[config.mk]
export PLATFORM = sky130hd
export DESIGN_NAME = imem_test_sequencer_flat
export DESIGN_NICKNAME = d
export VERILOG_FILES = /design/src/rtl/imem_test_sequencer_pkg.sv /design/src/rtl/imem_test_sequencer_if.sv /design/src/rtl/imem_test_sequencer_pc_pass_detect.sv /design/src/rtl/imem_test_sequencer.sv /design/src/flat_wrapper.sv
export SDC_FILE = /design/constraint.sdc
export NUM_CORES = 1
export LEC_CHECK = 0
export ABC_AREA = 1
export CORE_UTILIZATION = 35
export DETAILED_ROUTE_END_ITERATION = 12
export PLACE_DENSITY = 0.61
export SYNTH_ARGS = -nofsm -noshare
export SYNTH_HDL_FRONTEND = slang
export SYNTH_HIERARCHICAL = 1
export SYNTH_SLANG_ARGS = --single-unit
export TNS_END_PERCENT = 50
[constraint.sdc]
create_clock -name clk -period 2.65 [get_ports clk]
set_input_delay 0.53 -clock clk [delete_from_list [all_inputs] [get_ports clk]]
set_output_delay 0.53 -clock clk [all_outputs]
set_load 0.02 [all_outputs]
[src/rtl/imem_test_sequencer_pkg.sv]
// Shared types and constants for the instruction-memory test sequencer.
// Package name is cpu_test_pkg so the detector and standalone monitors can share it.
package cpu_test_pkg;

    typedef enum logic [2:0] {
        IDLE,
        LOAD,
        DRAIN,
        RUN,
        PASS,
        TIMEOUT,
        ERR
    } seq_state_t;

    localparam logic [1:0] ST_BUSY    = 2'd0;
    localparam logic [1:0] ST_PASS    = 2'd1;
    localparam logic [1:0] ST_TIMEOUT = 2'd2;
    localparam logic [1:0] ST_ERR     = 2'd3;

    // prev_pc value that no real fetch PC is expected to follow
    localparam logic [31:0] PC_SENTINEL = 32'hFFFF_FFFF;

    function automatic logic is_terminal(input seq_state_t s);
        return (s == PASS) || (s == TIMEOUT) || (s == ERR);
    endfunction

    function automatic logic [1:0] status_of(input seq_state_t s);
        logic [1:0] st;
        case (s)
            PASS:    st = ST_PASS;
            TIMEOUT: st = ST_TIMEOUT;
            ERR:     st = ST_ERR;
            default: st = ST_BUSY;
        endcase
        return st;
    endfunction

endpackage

[src/rtl/imem_test_sequencer_if.sv]
// Loader stream plus instruction-memory write port of the test sequencer.
// master = sequencer side, slave = loader / memory side.
interface imem_test_sequencer_if #(
    parameter int ADDR_W = 10
);
    logic              load_valid;
    logic [31:0]       load_data;
    logic              load_ready;
    logic              imem_we;
    logic [ADDR_W-1:0] imem_waddr;
    logic [31:0]       imem_wdata;

    modport master (
        input  load_valid, load_data,
        output load_ready, imem_we, imem_waddr, imem_wdata
    );

    modport slave (
        output load_valid, load_data,
        input  load_ready, imem_we, imem_waddr, imem_wdata
    );
endinterface

[src/rtl/imem_test_sequencer_pc_pass_detect.sv]
// Detects the last_addr -> pass_addr fetch transition that signals a passing test.
// clear reloads the sentinel so the first cycle after clear can never match.
module pc_pass_detect
    import cpu_test_pkg::*;
(
    input  logic        clk,
    input  logic        rst_n,
    input  logic        clear,
    input  logic        enable,
    input  logic [31:0] cpu_pc,
    input  logic [31:0] pass_addr,
    input  logic [31:0] last_addr,
    output logic        hit
);
    logic [31:0] prev_pc_reg;

    always_ff @(posedge clk or negedge rst_n) begin
        if (!rst_n) begin
            prev_pc_reg <= PC_SENTINEL;
        end else if (clear) begin
            prev_pc_reg <= PC_SENTINEL;
        end else if (enable) begin
            prev_pc_reg <= cpu_pc;
        end
    end

    assign hit = (cpu_pc == pass_addr) && (prev_pc_reg == last_addr);

endmodule

[src/rtl/imem_test_sequencer.sv]
// Loads a program image into instruction memory, releases the core and watches for
// the pass signature or a timeout. Optional load checksum: define IMEM_LOAD_CHECKSUM_EN.
module imem_test_sequencer
    import cpu_test_pkg::*;
#(
    parameter int ADDR_W = 10,
    parameter int CNT_W  = 32
) (
    input  logic                  clk,
    input  logic                  rst_n,
    input  logic                  load_start,
    input  logic [ADDR_W:0]       load_len,
    imem_test_sequencer_if.master mem_bus,
    output logic                  cpu_hold,
    input  logic [31:0]           cpu_pc,
    input  logic [31:0]           pass_addr,
    input  logic [31:0]           last_addr,
    input  logic [CNT_W-1:0]      max_cycles,
`ifdef IMEM_LOAD_CHECKSUM_EN
    input  logic [31:0]           sum_expect,
    output logic [31:0]           load_sum,
`endif
    output logic [1:0]            status,
    output logic                  done,
    output logic [CNT_W-1:0]      cycle_cnt
);
    localparam logic [ADDR_W:0]  DEPTH   = {1'b1, {ADDR_W{1'b0}}};
    localparam logic [ADDR_W:0]  ONE_W   = {{ADDR_W{1'b0}}, 1'b1};
    localparam logic [CNT_W-1:0] ONE_CNT = {{(CNT_W-1){1'b0}}, 1'b1};

    seq_state_t        state_reg, state_next;
    logic [ADDR_W:0]   len_reg;
    logic [ADDR_W:0]   word_cnt_reg;
    logic [31:0]       pass_reg;
    logic [31:0]       last_reg;
    logic [CNT_W-1:0]  max_reg;
    logic [CNT_W-1:0]  cnt_reg;
    logic              we_reg;
    logic [ADDR_W-1:0] waddr_reg;
    logic [31:0]       wdata_reg;

    logic load_ready_int;
    logic start_ok;
    logic hs;
    logic last_word;
    logic run_entry;
    logic pass_hit;
    logic checksum_bad;

    assign load_ready_int = (state_reg == LOAD);
    assign start_ok       = load_start && ((state_reg == IDLE) || is_terminal(state_reg));
    assign hs             = mem_bus.load_valid && load_ready_int;
    assign last_word      = hs && ((word_cnt_reg + ONE_W) == len_reg);
    assign run_entry      = (state_next == RUN) && (state_reg != RUN);

`ifdef IMEM_LOAD_CHECKSUM_EN
    logic [31:0] sum_reg;
    logic [31:0] sum_exp_reg;

    // Sum only moves on accepted words, so it is naturally frozen once DRAIN is reached
    always_ff @(posedge clk or negedge rst_n) begin
        if (!rst_n) begin
            sum_reg     <= '0;
            sum_exp_reg <= '0;
        end else if (start_ok) begin
            sum_reg     <= '0;
            sum_exp_reg <= sum_expect;
        end else if (hs) begin
            sum_reg     <= sum_reg + mem_bus.load_data;
        end
    end

    assign checksum_bad = (sum_reg != sum_exp_reg);
    assign load_sum     = sum_reg;
`else
    assign checksum_bad = 1'b0;
`endif

    pc_pass_detect u_pass_detect (
        .clk       (clk),
        .rst_n     (rst_n),
        .clear     (run_entry),
        .enable    (state_reg == RUN),
        .cpu_pc    (cpu_pc),
        .pass_addr (pass_reg),
        .last_addr (last_reg),
        .hit       (pass_hit)
    );

    always_comb begin
        state_next = state_reg;
        case (state_reg)
            IDLE, PASS, TIMEOUT, ERR: begin
                if (load_start) begin
                    if (load_len > DEPTH) begin
                        state_next = ERR;
                    end else if (load_len == '0) begin
                        state_next = RUN;
                    end else begin
                        state_next = LOAD;
                    end
                end
            end
            LOAD: begin
                if (last_word) begin
                    state_next = DRAIN;
                end
            end
            DRAIN: begin
                state_next = checksum_bad ? ERR : RUN;
            end
            RUN: begin
                // Pass is checked first so it wins over a same-cycle timeout
                if ((state_reg == RUN) && pass_hit) begin
                    state_next = PASS;
                end else if ((max_reg != '0) && ((cnt_reg + ONE_CNT) == max_reg)) begin
                    state_next = TIMEOUT;
                end
            end
            default: state_next = IDLE;
        endcase
    end

    always_ff @(posedge clk or negedge rst_n) begin
        if (!rst_n) begin
            state_reg    <= IDLE;
            len_reg      <= '0;
            word_cnt_reg <= '0;
            pass_reg     <= '0;
            last_reg     <= '0;
            max_reg      <= '0;
            cnt_reg      <= '0;
            we_reg       <= 1'b0;
            waddr_reg    <= '0;
            wdata_reg    <= '0;
        end else begin
            state_reg <= state_next;
            we_reg    <= hs;
            if (start_ok) begin
                len_reg      <= load_len;
                pass_reg     <= pass_addr;
                last_reg     <= last_addr;
                max_reg      <= max_cycles;
                word_cnt_reg <= '0;
            end else if (hs) begin
                waddr_reg    <= word_cnt_reg[ADDR_W-1:0];
                wdata_reg    <= mem_bus.load_data;
                word_cnt_reg <= word_cnt_reg + ONE_W;
            end
            if (run_entry) begin
                cnt_reg <= '0;
            end else if ((state_reg == RUN) && (cnt_reg != '1)) begin
                cnt_reg <= cnt_reg + ONE_CNT;
            end
        end
    end

    assign mem_bus.load_ready = load_ready_int;
    assign mem_bus.imem_we    = we_reg;
    assign mem_bus.imem_waddr = waddr_reg;
    assign mem_bus.imem_wdata = wdata_reg;
    assign cpu_hold           = (state_reg != RUN);
    assign status             = status_of(state_reg);
    assign done               = is_terminal(state_reg);
    assign cycle_cnt          = cnt_reg;

endmodule

[src/flat_wrapper.sv]
// flat-port wrapper written by rule: the top's interface ports become plain ports
module imem_test_sequencer_flat import cpu_test_pkg::*;
#(
    parameter int ADDR_W = 10,
    parameter int CNT_W  = 32
)
  (clk, rst_n, load_start, load_len, cpu_hold, cpu_pc, pass_addr, last_addr, max_cycles, status, done, cycle_cnt, mem_bus_load_valid, mem_bus_load_data, mem_bus_load_ready, mem_bus_imem_we, mem_bus_imem_waddr, mem_bus_imem_wdata);
  imem_test_sequencer_if #(.ADDR_W(ADDR_W)) mem_bus_i ();
  input  logic clk;
  input  logic rst_n;
  input  logic load_start;
  input  logic [ADDR_W:0] load_len;
  output logic cpu_hold;
  input  logic [31:0] cpu_pc;
  input  logic [31:0] pass_addr;
  input  logic [31:0] last_addr;
  input  logic [CNT_W-1:0] max_cycles;
  output logic [1:0] status;
  output logic done;
  output logic [CNT_W-1:0] cycle_cnt;
  input wire logic [$bits(mem_bus_i.load_valid)-1:0] mem_bus_load_valid;
  input wire logic [$bits(mem_bus_i.load_data)-1:0] mem_bus_load_data;
  output wire logic [$bits(mem_bus_i.load_ready)-1:0] mem_bus_load_ready;
  output wire logic [$bits(mem_bus_i.imem_we)-1:0] mem_bus_imem_we;
  output wire logic [$bits(mem_bus_i.imem_waddr)-1:0] mem_bus_imem_waddr;
  output wire logic [$bits(mem_bus_i.imem_wdata)-1:0] mem_bus_imem_wdata;
  assign mem_bus_i.load_valid = mem_bus_load_valid;
  assign mem_bus_i.load_data = mem_bus_load_data;
  assign mem_bus_load_ready = mem_bus_i.load_ready;
  assign mem_bus_imem_we = mem_bus_i.imem_we;
  assign mem_bus_imem_waddr = mem_bus_i.imem_waddr;
  assign mem_bus_imem_wdata = mem_bus_i.imem_wdata;
  imem_test_sequencer #(.ADDR_W(ADDR_W), .CNT_W(CNT_W)) u_core (.clk(clk), .rst_n(rst_n), .load_start(load_start), .load_len(load_len), .mem_bus(mem_bus_i), .cpu_hold(cpu_hold), .cpu_pc(cpu_pc), .pass_addr(pass_addr), .last_addr(last_addr), .max_cycles(max_cycles), .status(status), .done(done), .cycle_cnt(cycle_cnt));
endmodule
==> summary by stage, run 1 <==
Timing
Timing would allow up to 0.3593 GHz. The number of setup violations in the final report is 64. The total negative setup slack is -4.228 ns.

The hold slack is 0.4786 ns. Setup repair after global routing could not meet its margin everywhere. The count of final hold-check violations is 0. The post-route clock period utilization is 1.050. The time the final worst path needs with I/O delays and setup is ~2.8 ns. The number of max-slew violations in the final report is 0. The slew of the pin with the lowest slew margin is 0.7915 ns. The smallest setup slack after layout is -0.1335 ns. The worst pin sits at a relative slew slack of 0.4723. On the final layout, the worst clock skew is 0.01371 ns.

Critical path
In this run the worst path has a maximum fanout of 8. The worst setup path is captured at a register. The critical path is of the reg2reg type.

At the worst endpoint, the arrival time is ~3.3 ns. Counting cells, the worst reg-to-reg path comes to 19. The critical path startpoint category is a register. STA puts the critical path data required time at 3.13 ns.

Drt
Dividing the detail-routed via count by the number of cells gives approximately 4.6. The number of vias in the routed layout is 11,350. The remaining antenna violation count is 0. The overall routed net length is 36.27 mm. The first-iteration detailed-routing DRC count is 556. For this run, the detailed router's first-pass iteration total came to 5. The remaining design rule violation count is 0.

The average wire per standard cell is 14.85 um.

Yosys
The synthesized net count is 1,751. The post-synthesis cell type count is 41. Yosys attributes the largest share of cell area to sky130_fd_sc_hd__dfrtp_1 41%, sky130_fd_sc_hd__nand2_1 20%, sky130_fd_sc_hd__dfstp_2 7.0%, sky130_fd_sc_hd__xnor2_1 4.5%, sky130_fd_sc_hd__inv_1 4.3%. The share of synthesized area in the top cell type comes to 0.4088.

After synthesis, the mean cell area works out to 7.623 sq um. The share of synthesized area occupied by flip-flops and latches is 0.4788. Synthesis handed over a netlist of 1,574 instances.

The post-synthesis cell type with the largest combined area is sky130_fd_sc_hd__dfrtp_1. The total standard cell area after synthesis is 12,000 sq um. Counting flops with a built-in enable in the synthesized netlist gives 0. The synthesized flop and latch total is between 200 and 250.

Of all flip-flops after synthesis, the portion carrying an async set or reset was 1.000. The warning count from the yosys run is 6. After synthesis, the most frequently instantiated cells are 641 x sky130_fd_sc_hd__nand2_1, 196 x sky130_fd_sc_hd__dfrtp_1, 137 x sky130_fd_sc_hd__inv_1.

The most used flip-flop cell after synthesis is sky130_fd_sc_hd__dfrtp_1. The dominant cell by count in the synthesized netlist is sky130_fd_sc_hd__nand2_1.

Global route
For this run, the total global-route usage over all layers was measured as 0.2059. The via count of the first global-routing pass is 11,420. Global routing finished with a remaining overflow of 0. The first global-routing pass estimated between 50 and 60 mm of wire.

The number of antenna violations at the first check in global routing came to 3. Entering global routing, the biggest net connects 125 pins.

Pwr
The power density over the cells is between 1000 and 1500 nW/um^2. Across the VDD grid, the largest voltage drop is 615.3 uV. The post-route total power is 18,070 uW. The static leakage is just over 0.008 uW.

Hold path
The worst hold path was traced through 2 stages. The path category of the worst min-delay check is reg2reg.

Flow run
The max-capacitance violation count is 0.

Die
The floorplan step set the die height to roughly 190 um. In this run the core area contains 67 standard-cell rows. The placeable core region is ~34,000 sq um. The number of I/O pins is 255.

For this configuration, the core starts out at a cell density of 0.3569. The die outline width is between 150 and 200 um. The die outline area is 35,030 sq um.

Clocking
CTS saw approximately 230 sinks. Clock-pin slew was measured on the worst setup and hold paths at 0.06 ns. The number of clock buffers added by TritonCTS is 27.

The maximum buffer depth of the clock tree is 3. TritonCTS built the clock tree. CTS built an H-tree with a depth of 1. The buffer cell driving the clock tree root is sky130_fd_sc_hd__clkbuf_16. The later pin in the worst-skew pair is clocked with a latency of 0.55 ns.

Place
The pre-CTS setup slack is -0.3404 ns. The congestion estimate from routability-driven global placement came to about 0.88. The number of I/O port buffers is 254. The detailed-placement wirelength estimate is between 20 and 30 mm.

Final layout
The area added between synthesis and finish is 45.06%. For this run, the post-layout net count is around 2,100. For this run, the share of the core covered by cells in the final layout is 0.5178. Of the cells placed in the final design, the portion with a size suffix greater than 1 is 0.1922. The filler cells instantiated in the layout total 3,181.

Outcome
The flow ran to the end, but the final reports show violations. The final reports fail on setup timing.
==> path summary, 6_finish.rpt <==
check                                                                 start  slack, ns                                                to
max                                         u_core/cycle_cnt[1]$_DFFE_PN0P_      -0.13  u_core/u_pass_detect/prev_pc_reg[28]$_DFFE_PN1P_
min                        u_core/u_pass_detect/prev_pc_reg[26]$_DFFE_PN1P_       0.48  u_core/u_pass_detect/prev_pc_reg[26]$_DFFE_PN1P_
max reg2reg                                 u_core/cycle_cnt[1]$_DFFE_PN0P_      -0.13  u_core/u_pass_detect/prev_pc_reg[28]$_DFFE_PN1P_
min reg2reg                u_core/u_pass_detect/prev_pc_reg[26]$_DFFE_PN1P_       0.48  u_core/u_pass_detect/prev_pc_reg[26]$_DFFE_PN1P_
max in group asynchronous                                             rst_n       1.33  u_core/u_pass_detect/prev_pc_reg[15]$_DFFE_PN1P_
min in group asynchronous                                             rst_n       0.55                    u_core/max_reg[18]$_DFFE_PN0P_
==> layout by cell type (no fill, tap or decap), types with 8 or more instances in the layout <==
| master | count |
|---|---|
| sky130_fd_sc_hd__o22ai_1 | 9 |
| sky130_fd_sc_hd__xnor2_1 | 61 |
| sky130_fd_sc_hd__buf_4 | 154 |
| sky130_fd_sc_hd__nand2_1 | 624 |
| sky130_fd_sc_hd__nand2_2 | 22 |
| sky130_fd_sc_hd__o21ai_2 | 15 |
| sky130_fd_sc_hd__clkinv_2 | 8 |
| sky130_fd_sc_hd__dfstp_2 | 32 |
| sky130_fd_sc_hd__clkbuf_16 | 27 |
| sky130_fd_sc_hd__o21ai_1 | 8 |
| sky130_fd_sc_hd__clkdlybuf4s50_1 | 250 |
| sky130_fd_sc_hd__nor2_4 | 14 |
| sky130_fd_sc_hd__nand3_1 | 50 |
| sky130_fd_sc_hd__dfrtp_1 | 190 |
| sky130_fd_sc_hd__nor2_1 | 105 |
| sky130_fd_sc_hd__a21oi_2 | 36 |
| sky130_fd_sc_hd__a21oi_1 | 58 |
| sky130_fd_sc_hd__xor2_1 | 12 |
| sky130_fd_sc_hd__o21ai_0 | 66 |
| sky130_fd_sc_hd__inv_1 | 137 |
| sky130_fd_sc_hd__nor2_2 | 19 |
| sky130_fd_sc_hd__buf_12 | 8 |
==> layer usage <==
layer	GRT usage	wire [um]	part of all wire	vias up
met2	0.3524	17460	0.48	331
li1	-	-	-	5698
met5	0	0	0	-
met1	0.2620	15430	0.43	5261
met3	0.04878	2543	0.070	58
met4	0.04697	839	0.023	0
==> critical path: stages (launching register included) <==
cell                      delay (ns)
sky130_fd_sc_hd__dfrtp_2        0.42
sky130_fd_sc_hd__ha_4           0.17
sky130_fd_sc_hd__nand2_4        0.06
sky130_fd_sc_hd__nor2_4         0.17
sky130_fd_sc_hd__nand2_4        0.13
sky130_fd_sc_hd__nor2_4         0.16
sky130_fd_sc_hd__nand2_2        0.08
sky130_fd_sc_hd__nand2_2        0.08
sky130_fd_sc_hd__nand2_1        0.06
sky130_fd_sc_hd__nand2_2        0.07
sky130_fd_sc_hd__nand3_2        0.07
sky130_fd_sc_hd__nor2_2         0.14
sky130_fd_sc_hd__nand2_1        0.09
sky130_fd_sc_hd__nor2_2         0.15
sky130_fd_sc_hd__nand3_4        0.12
sky130_fd_sc_hd__nand2_4        0.08
sky130_fd_sc_hd__nand2_4        0.04
sky130_fd_sc_hd__and2_4         0.17
sky130_fd_sc_hd__or2_4          0.31
sky130_fd_sc_hd__o21ai_2        0.15
==> where the power goes <==
| part | total, uW | internal (uW) | leakage, uW | switching [uW] |
|---|---|---|---|---|
| clock network | 3680 | 2170 | 0.000442 | 1510 |
| registers | 6120 | 5130 | 0.00283 | 995 |
| logic | 8260 | 3480 | 0.00486 | 4780 |
| total | 18100 | 10800 | 0.00813 | 7290 |
==> area by class of cell <==
| type | instances | area, sq um | area share |
|---|---|---|---|
| Sequential cell | 228 | 5753 | 0.3305 |
| Multi-Input combinational cell | 1151 | 5733 | 0.3294 |
| Timing Repair Buffer | 422 | 3930 | 0.2258 |
| Clock buffer | 40 | 794.5 | 0.04565 |
| Tap cell | 448 | 560.5 | 0.03220 |
| Inverter | 142 | 536.8 | 0.03084 |
| Clock inverter | 10 | 92.59 | 0.005320 |
| Antenna cell | 2 | 5.005 | 0.0002875 |
==> cell families after synthesis <==
group                      share of synthesized area
DFF                                           0.4788
buffers and inverters                        0.06621
adders and majority gates                   0.002085
xor gates and xnor gates                     0.06236
and+or+nand+nor                               0.2942
AOI/OAI and AO/OA                            0.09635
==> repair_timing <==
action,4_1_cts,5_1_grt
cloned,1,0
pin swaps,22,22
gates resized for setup,55,36
setup endpoints to repair,67,67
endpoints found under the hold margin,51,0
hold buffers,1,0
setup buffers,12,6
==> through the flow <==
stage                     std cells  cell area, sq um
final                          2443             17410
after global routing           2441             17400
after CTS                      2435             17260
after detailed placement       2371             16110
after global placement         2371             16110
after floorplan                1574             12030
Power figures use the tool's default switching activity.
==> run 2: changes to the inputs <==
CTS_BUF_LIST = sky130_fd_sc_hd__clkbuf_2   (was default)
==> summary by stage, run 2 (same netlist as run 1, synthesis figures left out) <==
Global route
The total track usage is 0.2129. The largest net degree at the start of global routing is 125. The number of antenna violations at the first check in global routing was 4. The total overflow left after global routing is 0. The wire length of the first global-routing pass is 59.74 mm. The via count of the first global-routing pass is ~12,000.

Timing
The number of setup violations in the final report is 56. The total negative setup slack is -4.638 ns. Setup repair after global routing could not meet its margin everywhere. The count of final hold-check violations is 0. The number of max-slew violations in the final report came to 0. After layout, the worst setup slack is -0.2152 ns. The slew of the pin with the lowest slew margin is 0.7784 ns. Timing would allow up to between 0.3 and 0.4 GHz. The relative max-transition margin is 0.4811. In the finished design, the share of the clock period the worst path needs comes to 1.081.

The time the final worst path needs with I/O delays and setup is about 2.9 ns. The worst clock skew is between 0.05 and 0.06 ns.

Drt
The number of vias in the routed layout is 11,650. The remaining design rule violation count is 0. The via count normalized by instance count is 4.628. The detail route stage leaves a number of antenna-violating nets equal to 0. For this block, the routed nets add up to between 30 and 40 mm of wire. Dividing the detail-routed wire length by the instance count gives roughly 15 um. The number of iterations in the first detailed-routing pass is 5.

For this block, the initial DRC count from the detailed router was just over 600.

Clocking
The insertion delay of the later-clocked pin in the worst-skew pair is 0.84 ns. TritonCTS created 69 clock buffers. The clock sink total is 228. The clock edge transition at the registers on the reported setup and hold paths is 0.11 ns. The number of H-tree branching levels is 3. The maximum buffer depth of the clock tree is 3. The TritonCTS clock tree is yes. In this run the clock root is driven by a sky130_fd_sc_hd__clkbuf_2.

Outcome
The final reports fail on setup timing. The run finished, with violations left.

Final layout
Fill cells in the final layout number 3,208. The share of layout cells above drive strength 1 is 0.2309. The number of nets in the layout is 2,196. The top cell types in the final layout, fill and taps aside, are 616 x sky130_fd_sc_hd__nand2_1, 242 x sky130_fd_sc_hd__clkdlybuf4s50_1, 188 x sky130_fd_sc_hd__dfrtp_1. The most common cell after layout, fill and taps aside is sky130_fd_sc_hd__nand2_1. Relative to the synthesized area, the layout overhead comes to 44.38%.

Die
The starting density of the core is 0.3569. The die outline width is about 190 um. The placeable core region is 33,620 sq um.

The height of the die is ~190 um. The number of placement rows is 67. The number of I/O pins is 255.

The die outline area is 35,030 sq um.

Critical path
The worst setup path is of the reg2reg kind. The number of cells on the worst reg-to-reg path is 21. The kind of end point of the critical path is a register. The data arrival at the endpoint of the critical path is 3.61 ns. STA classifies the critical path startpoint as a register. The critical-path maximum fanout is 8. Data on the critical path is required at its endpoint by 3.39 ns.

Flow run
The max-capacitance violation count is 0.

Pwr
The static leakage is 0.008229 uW. Dividing total power by cell area gives a power density of 1009 nW/um^2. Power comes to 17,470 uW. The maximum vdd ir drop is ~620 uV.

Hold path
The path category of the worst min-delay check is in2reg. Along the worst hold path, the cell count comes to 3.

Place
At the end of routability-driven placement, the weighted congestion stood at 0.8812. The number of I/O port buffers is around 250. OpenSTA, run right after detailed placement, puts the worst setup slack at -0.3404 ns.

Once detailed placement completed, the half-perimeter wirelength came to approximately 26 mm.
[run 2: cell types whose count changed in the layout (fill, tap and decap cells not counted), moves of 5 or more]
cell                              previous run  this run
sky130_fd_sc_hd__clkbuf_16                  27         0
sky130_fd_sc_hd__clkdlybuf4s50_1           250       242
sky130_fd_sc_hd__o21ai_0                    66        56
sky130_fd_sc_hd__buf_6                       5        10
sky130_fd_sc_hd__clkbuf_2                    0       100
sky130_fd_sc_hd__clkbuf_1                    6         0
sky130_fd_sc_hd__clkbuf_8                    7         1
sky130_fd_sc_hd__a21oi_1                    58        52
sky130_fd_sc_hd__clkinv_1                    1        12
sky130_fd_sc_hd__nand2_1                   624       616
sky130_fd_sc_hd__nand2_2                    22        30
sky130_fd_sc_hd__a21oi_2                    36        41
sky130_fd_sc_hd__o21ai_1                     8        17
[run 2: final timing paths]
check | from | endpoint | slack, ns
max | u_core/cycle_cnt[2]$_DFFE_PN0P_ | u_core/u_pass_detect/prev_pc_reg[28]$_DFFE_PN1P_ | -0.22
min | pass_addr[9] | u_core/pass_reg[9]$_DFFE_PN0P_ | 0.22
max reg2reg | u_core/cycle_cnt[2]$_DFFE_PN0P_ | u_core/u_pass_detect/prev_pc_reg[28]$_DFFE_PN1P_ | -0.22
min reg2reg | u_core/u_pass_detect/prev_pc_reg[20]$_DFFE_PN1P_ | u_core/u_pass_detect/prev_pc_reg[20]$_DFFE_PN1P_ | 0.48
max in group asynchronous | rst_n | u_core/pass_reg[19]$_DFFE_PN0P_ | 1.58
min in group asynchronous | rst_n | u_core/max_reg[18]$_DFFE_PN0P_ | 0.28
[run 2: worst max-delay path: stages (launching register included)]
cell	delay (ns)
sky130_fd_sc_hd__dfrtp_2	0.44
sky130_fd_sc_hd__buf_4	0.14
sky130_fd_sc_hd__buf_6	0.09
sky130_fd_sc_hd__nand2_2	0.06
sky130_fd_sc_hd__nor2_4	0.10
sky130_fd_sc_hd__nand2_1	0.08
sky130_fd_sc_hd__nor2_2	0.14
sky130_fd_sc_hd__buf_6	0.12
sky130_fd_sc_hd__nand2_2	0.05
sky130_fd_sc_hd__nand2_2	0.09
sky130_fd_sc_hd__nand2_2	0.06
sky130_fd_sc_hd__nand2_1	0.07
sky130_fd_sc_hd__nand2_1	0.05
sky130_fd_sc_hd__nor2_1	0.14
sky130_fd_sc_hd__nand2_2	0.10
sky130_fd_sc_hd__nor2_4	0.11
sky130_fd_sc_hd__nand3_4	0.11
sky130_fd_sc_hd__nand2_4	0.08
sky130_fd_sc_hd__nand2_4	0.04
sky130_fd_sc_hd__and2_4	0.21
sky130_fd_sc_hd__or2_4	0.33
sky130_fd_sc_hd__o21ai_2	0.16
[run 2: area by class of cell]
type / count / area [sq um] / share of cell area
Antenna cell: 4 / 10.01 / 0.0005778
Clock buffer: 100 / 500.5 / 0.02889
Clock inverter: 18 / 106.4 / 0.006139
Inverter: 142 / 539.3 / 0.03113
Multi-Input combinational cell: 1151 / 5789 / 0.3342
Sequential cell: 228 / 5756 / 0.3322
Tap cell: 448 / 560.5 / 0.03236
Timing Repair Buffer: 427 / 4063 / 0.2345
[run 2: timing repair]
| item | in CTS | in global routing |
|---|---|---|
| endpoints found under the setup margin | 74 | 75 |
| gates cloned | 4 | 0 |
| hold endpoints to repair | 65 | 0 |
| pin swaps | 27 | 26 |
| resized for setup | 106 | 46 |
| buffers inserted | 15 | 5 |
| hold buffers | 1 | 0 |
[run 2: report_power, final]
| part | switching (uW) | internal [uW] |
|---|---|---|
| Combinational | 4950 | 3720 |
| Sequential | 1000 | 5110 |
| Clock | 1590 | 1100 |
[run 2: metrics by stage]
stage          std cells  cell area (sq um)  hold slack, ns  utilization
2_1_floorplan       1574              12030          0.2344            -
6_report            2518              17320          0.2201       0.5154
4_1_cts             2509              17130         0.09819       0.5097
3_3_place_gp        2371              16110          0.4623       0.4791
3_5_place_dp        2371              16110          0.4667       0.4791
5_1_grt             2516              17320          0.1131       0.5152
[run 2: metal layers]
metal  part of all wire  GRT usage
met1               0.42     0.2608
met2               0.48     0.3580
met3              0.076    0.06135
met4              0.021    0.07125
met5                  0          0
